## src/rtl/uart_result_sequencer_pkg.sv

```systemverilog
// Shared definitions for the UART result sequencer: state encoding,
// frame defaults and the word-to-byte helper.
package uart_result_sequencer_pkg;

  // Frame sequencing states
  typedef enum logic [3:0] {
    S_IDLE    = 4'd0,
    S_SYNC_TX = 4'd1,
    S_SYNC_WT = 4'd2,
    S_RD_REQ  = 4'd3,
    S_RD_CAP  = 4'd4,
    S_B_TX    = 4'd5,
    S_B_WT    = 4'd6,
    S_C_TX    = 4'd7,
    S_C_WT    = 4'd8
  } seq_state_t;

  localparam int unsigned DEPTH_DEF     = 64;
  localparam int unsigned ADDR_W_DEF    = 6;
  localparam int unsigned WORD_W_DEF    = 32;
  localparam logic [7:0]  SYNC_BYTE_DEF = 8'hA5;

  // Number of UART bytes carried by one memory word
  function automatic int unsigned bytes_per_word(input int unsigned word_w);
    return word_w / 8;
  endfunction

endpackage

```

## src/rtl/uart_result_sequencer.sv

```systemverilog
// Streams the output memory to the 8N1 UART as one framed packet:
// SYNC byte, DEPTH words LSB-byte first, then an 8-bit payload checksum.
// Ports:
//   clk, reset_n             clock / async active-low reset
//   start, abort             frame request / stop after current byte
//   mem_rd_en, mem_addr      output memory read request
//   mem_rdata                read data, valid 1 cycle after mem_rd_en
//   tx_byte, tx_send         UART byte and 1-cycle send pulse
//   tx_done                  UART byte-complete pulse
//   busy, done, aborted      frame status
//   checksum                 running payload sum mod 256
module uart_result_sequencer
  import uart_result_sequencer_pkg::*;
#(
  parameter int unsigned DEPTH     = DEPTH_DEF,
  parameter int unsigned ADDR_W    = ADDR_W_DEF,
  parameter int unsigned WORD_W    = WORD_W_DEF,
  parameter logic [7:0]  SYNC_BYTE = SYNC_BYTE_DEF
) (
  input  logic              clk,
  input  logic              reset_n,
  input  logic              start,
  input  logic              abort,
  output logic              mem_rd_en,
  output logic [ADDR_W-1:0] mem_addr,
  input  logic [WORD_W-1:0] mem_rdata,
  output logic [7:0]        tx_byte,
  output logic              tx_send,
  input  logic              tx_done,
  output logic              busy,
  output logic              done,
  output logic              aborted,
  output logic [7:0]        checksum
);

  localparam int unsigned BPW  = bytes_per_word(WORD_W);
  localparam int unsigned BI_W = (BPW > 1) ? $clog2(BPW) : 1;
  localparam logic [ADDR_W-1:0] LAST_WORD = ADDR_W'(DEPTH - 1);
  localparam logic [BI_W-1:0]   LAST_BYTE = BI_W'(BPW - 1);

  seq_state_t        state;
  logic [ADDR_W-1:0] word_idx;
  logic [BI_W-1:0]   byte_idx;
  logic [WORD_W-1:0] shreg;
  logic              abort_q;

  logic [WORD_W-1:0] shreg_shift;
  logic              abort_hit;

  // Next payload byte sits in the low lane once the register is shifted
  assign shreg_shift = shreg >> 8;
  // A same-cycle abort counts as if it had already been latched
  assign abort_hit   = abort_q | abort;

  // Sequencer: outputs are registered for the state being entered
  always_ff @(posedge clk or negedge reset_n) begin
    if (!reset_n) begin
      state     <= S_IDLE;
      word_idx  <= '0;
      byte_idx  <= '0;
      shreg     <= '0;
      abort_q   <= 1'b0;
      mem_rd_en <= 1'b0;
      mem_addr  <= '0;
      tx_byte   <= 8'h00;
      tx_send   <= 1'b0;
      busy      <= 1'b0;
      done      <= 1'b0;
      aborted   <= 1'b0;
      checksum  <= 8'h00;
    end else begin
      tx_send   <= 1'b0;
      mem_rd_en <= 1'b0;
      done      <= 1'b0;
      aborted   <= 1'b0;

      if (state != S_IDLE && abort) begin
        abort_q <= 1'b1;
      end

      case (state)
        S_IDLE: begin
          // start together with abort is dropped
          if (start && !abort) begin
            state    <= S_SYNC_TX;
            busy     <= 1'b1;
            checksum <= 8'h00;
            abort_q  <= 1'b0;
            tx_byte  <= SYNC_BYTE;
            tx_send  <= 1'b1;
          end
        end

        S_SYNC_TX: state <= S_SYNC_WT;

        S_SYNC_WT: begin
          if (tx_done) begin
            if (abort_hit) begin
              state   <= S_IDLE;
              busy    <= 1'b0;
              aborted <= 1'b1;
              abort_q <= 1'b0;
            end else begin
              word_idx  <= '0;
              mem_addr  <= '0;
              mem_rd_en <= 1'b1;
              state     <= S_RD_REQ;
            end
          end
        end

        S_RD_REQ: state <= S_RD_CAP;

        S_RD_CAP: begin
          shreg    <= mem_rdata;
          byte_idx <= '0;
          tx_byte  <= mem_rdata[7:0];
          tx_send  <= 1'b1;
          checksum <= checksum + mem_rdata[7:0];
          state    <= S_B_TX;
        end

        S_B_TX: state <= S_B_WT;

        S_B_WT: begin
          if (tx_done) begin
            shreg <= shreg_shift;
            if (abort_hit) begin
              state   <= S_IDLE;
              busy    <= 1'b0;
              aborted <= 1'b1;
              abort_q <= 1'b0;
            end else if (byte_idx != LAST_BYTE) begin
              byte_idx <= byte_idx + 1'b1;
              tx_byte  <= shreg_shift[7:0];
              tx_send  <= 1'b1;
              checksum <= checksum + shreg_shift[7:0];
              state    <= S_B_TX;
            end else if (word_idx != LAST_WORD) begin
              word_idx  <= word_idx + 1'b1;
              mem_addr  <= word_idx + 1'b1;
              mem_rd_en <= 1'b1;
              state     <= S_RD_REQ;
            end else begin
              tx_byte <= checksum;
              tx_send <= 1'b1;
              state   <= S_C_TX;
            end
          end
        end

        S_C_TX: state <= S_C_WT;

        S_C_WT: begin
          if (tx_done) begin
            state   <= S_IDLE;
            busy    <= 1'b0;
            abort_q <= 1'b0;
            if (abort_hit) begin
              aborted <= 1'b1;
            end else begin
              done <= 1'b1;
            end
          end
        end

        default: begin
          state <= S_IDLE;
          busy  <= 1'b0;
        end
      endcase
    end
  end

endmodule

```

## config.mk

```make
export PLATFORM = sky130hd
export DESIGN_NAME = uart_result_sequencer
export DESIGN_NICKNAME = d
export VERILOG_FILES = /design/src/rtl/uart_result_sequencer_pkg.sv /design/src/rtl/uart_result_sequencer.sv
export SDC_FILE = /design/constraint.sdc
export NUM_CORES = 1
export LEC_CHECK = 0
export CORE_MARGIN = 4
export CORE_UTILIZATION = 52
export DETAILED_ROUTE_END_ITERATION = 10
export GPL_TIMING_DRIVEN = 1
export PLACE_DENSITY = 0.81
export REMOVE_ABC_BUFFERS = 1
export SLEW_MARGIN = 20
export SYNTH_ARGS = -nofsm -noshare
export SYNTH_HDL_FRONTEND = slang
export SYNTH_SLANG_ARGS = --single-unit
export TNS_END_PERCENT = 10
```

## constraint.sdc

```tcl
create_clock -name clk -period 2.9 [get_ports clk]
set_input_delay 0.435 -clock clk [delete_from_list [all_inputs] [get_ports clk]]
set_output_delay 0.435 -clock clk [all_outputs]
set_load 0.03 [all_outputs]
```

==> results of run 1 <==
-- flip-flops by register name (all words and copies together) (netlist names) --
name / flops
busy: 1
aborted: 1
state: 4
byte_idx: 2
done: 1
tx_send: 1
shreg: 24
word_idx: 6
abort_q: 1
checksum: 8
mem_rd_en: 1
tx_byte: 8
-- power breakdown --
group	switching (mW)	internal, mW
logic	1.15	0.874
registers	0.262	1.12
clock network	0.352	0.508
-- cells in the mapped netlist (2+ instances only) --
library cell  count  area (um^2)
xnor2_1           4        35.03
buf_4             3        22.52
o22ai_1           2        12.51
o21ai_0          29        145.1
nor3_1            2        10.01
a21o_1            3        22.52
nand2b_1          5        31.28
o2bb2ai_1        10        87.58
nand2_1          55        206.5
nand3b_1          2        15.01
dfrtp_1          58         1451
o21a_1            2        15.01
a211oi_1          2        15.01
ha_1              9        112.6
inv_1            14        52.55
mux2i_1          29        290.3
buf_2             5        25.02
clkbuf_1         10        37.54
a21boi_0          2        15.01
a21oi_1          15        75.07
a22o_1            9        78.83
nand3_1           4        20.02
a32o_1            2        20.02
o22a_1            5        43.79
nor2_1           19        71.32
-- cell families (layout without fill, tap and decap cells) --
logic type | count (synthesis) | in the layout | share of synthesized area, %
compound gates | 91 | 91 | 19.40
xor+xnor | 5 | 5 | 1.386
fa+ha+maj | 10 | 10 | 4.196
buf+inv | 32 | 104 | 4.355
flops | 58 | 58 | 45.92
mux | 30 | 30 | 9.541
simple gates | 103 | 103 | 15.20
-- cell type report --
| type | instances | area share, % |
|---|---|---|
| repair buffers | 74 | 17.17 |
| well taps | 75 | 2.275 |
| clock inverters | 6 | 2.184 |
| inverters | 14 | 1.274 |
| multi-input cells | 239 | 38.56 |
| flip-flops and latches | 58 | 35.19 |
| clock buffers | 10 | 3.337 |
-- stage by stage --
step                      util [%]  instances
after floorplan                  -        311
after global placement       65.81        460
after detailed placement     65.81        460
after CTS                    69.65        476
after global routing         69.65        476
final                        69.65        476
-- placed cells by master, fill, tap and decap left out, types with 3 or more instances in the layout --
cell	count
a21oi_1	15
dfrtp_1	58
nand2_1	55
clkbuf_8	10
xnor2_1	4
inv_1	14
nor2_1	19
clkdlybuf4s50_1	62
o21ai_0	28
buf_4	11
a21o_1	3
nand3_1	4
a22o_1	9
o2bb2ai_1	10
ha_1	9
nand2b_1	5
o22a_1	5
mux2i_1	29
-- worst max path at each step --
stage                     slack [ns]           to
after floorplan                -2.45  checksum[6]
after global placement          0.34  checksum[6]
after detailed placement        0.28  checksum[6]
after CTS                       0.20  checksum[6]
after global routing           0.007  checksum[6]
final                           0.13  checksum[6]
-- per-layer routing --
| layer | GRT usage, % | vias to the layer above | share of wire, % |
|---|---|---|---|
| met2 | 36.16 | 101 | 49 |
| met3 | 4.515 | 19 | 6.9 |
| li1 | - | 1311 | - |
| met1 | 29.80 | 1376 | 42 |
| met5 | 0 | - | 0 |
| met4 | 9.784 | 0 | 2.0 |
-- worst max-delay path, cell delays in order, from the launching register on --
cell	delay, ns
dfrtp_1	0.57
nor4bb_4	0.32
buf_4	0.24
nand2_1	0.07
nand2_1	0.10
inv_1	0.07
fa_1	0.39
nand2b_1	0.19
a21oi_1	0.22
o21a_1	0.15
o21ai_0	0.08
a32o_1	0.26
==> results.md, run 1 <==
* Area growth, synth to finish at 30.48%
* WL per Instance at 16.80 um
* Ys async rst share at 100.0%
* CP endpoint kind: flip-flop
* Setup Skew at 0.006430 ns
* Core ar. at 0.005921 mm^2
* Final nets at 443
* Total power at 4.268 mW
* Reg-to-Reg End: checksum[6]
* Area of the multi-input gates at 0.001590 mm^2
* Io pins at 64
* Synth cell types at 54
* Worst endpoint required time at 3.14 ns
* Root buf cell: clkbuf_8
* Area after DPL at 0.003896 mm^2
* Hold WS at 0.2176 ns
* Worst slew pin tran at 0.9080 ns
* CTS tree: built
* Reg2reg start: state[2]
* First-pass GRT wire length at 13.05 mm
* Number of global-route vias before repair at 2,657
* DR vias at 2,807
* Hold_buf cts at 0
* Antenna violations before repair at 0
* Accumulated negative setup slack at 0 ns
* Vias per cell at 5.897
* RePlAce Congestion at 0.9223
* Critical path origin: state[2]
* Htree depth at 3
* Detail Route Antenna Nets at 0
* R2r worst-path depth at 11
* EDFF count, synth at 0
* Period utilization at 95.50%
* Port bufs at 63
* HPWL after DPL at 5.711 mm
* WL final at 7.997 mm
* CP startpoint kind: flip-flop
* Layout fillers at 439
* Max-cap viol count at 0
* Power per Cell Area at 1035 mW/mm^2
* WS Path Type: reg -> reg
* Maximum VDD drop at 0.5542 mV
* Pin count of the biggest net entering global routing at 42
* Max Clk Rate at 0.3611 GHz
* Slew Limit Headroom at 39.47%
* Drc violations at 0
* Setup slack, reg-to-reg at 0.13 ns
* Worst Hold Class: in -> async
* Final Hold Viols at 0
* Post-route minimum period at 2.770 ns
* Clk_lat worst skew at 0.34 ns
* Layout cell share with drive strength beyond 1 at 8.479%
* FF+latch count, synth at 58
* Router iterations before antenna repair at 7
* Reg area at 0.001451 mm^2
* Cells after Synth at 329
* Die width at 85.96 um
* Unrepaired setup endpoints after global routing: no
* Post-route cell area at 0.004124 mm^2
* Cell Area, Synth at 0.003161 mm^2
* Outcome: finished, final reports clean
* N_diodes at 0
* Num Clock Sinks at 58
* Initial core utilization at 53.38%
* Postcts setup bufs at 0
* Synth warnings at 0
* Seq/Total Area, Yosys at 45.92%
* Clk pin slew, worst setup/hold paths at 0.07 ns
* FP Rows at 28
* Post-CTS Resized at 0
* Post-Syn Area per Cell at 9.606 um^2
* Final WS setup at 0.1304 ns
* Setup-failing EPs final at 0
* Max Root-Sink Buffers at 2
* Total Routing Usage GR at 22.62%
* Worst Path Arrival at 3.01 ns
* Die ar. at 0.007389 mm^2
* Num CTS Buffers at 9
* Die height at 85.96 um
* Lkg Pwr at 1.776 nW
* GRT overflow at 0
* Pre-CTS setup slack at 0.2817 ns
* Primary FF master, synth: dfrtp_1
* Fin. max-slew vios at 0
* Critical path peak fanout at 12
* Initial DRC Count at 238
Power figures use the tool's default switching activity.
==> run 2, diff against run 1 <==
--- a/config.mk
+++ b/config.mk
@@ -11,8 +11,7 @@
 export GPL_TIMING_DRIVEN = 1
 export PLACE_DENSITY = 0.81
 export REMOVE_ABC_BUFFERS = 1
-export SLEW_MARGIN = 20
 export SYNTH_ARGS = -nofsm -noshare
 export SYNTH_HDL_FRONTEND = slang
 export SYNTH_SLANG_ARGS = --single-unit
-export TNS_END_PERCENT = 10
+export TNS_END_PERCENT = 100
==> results of run 2 <==
The final DEF is identical to that of run 1; final timing and power are the same.
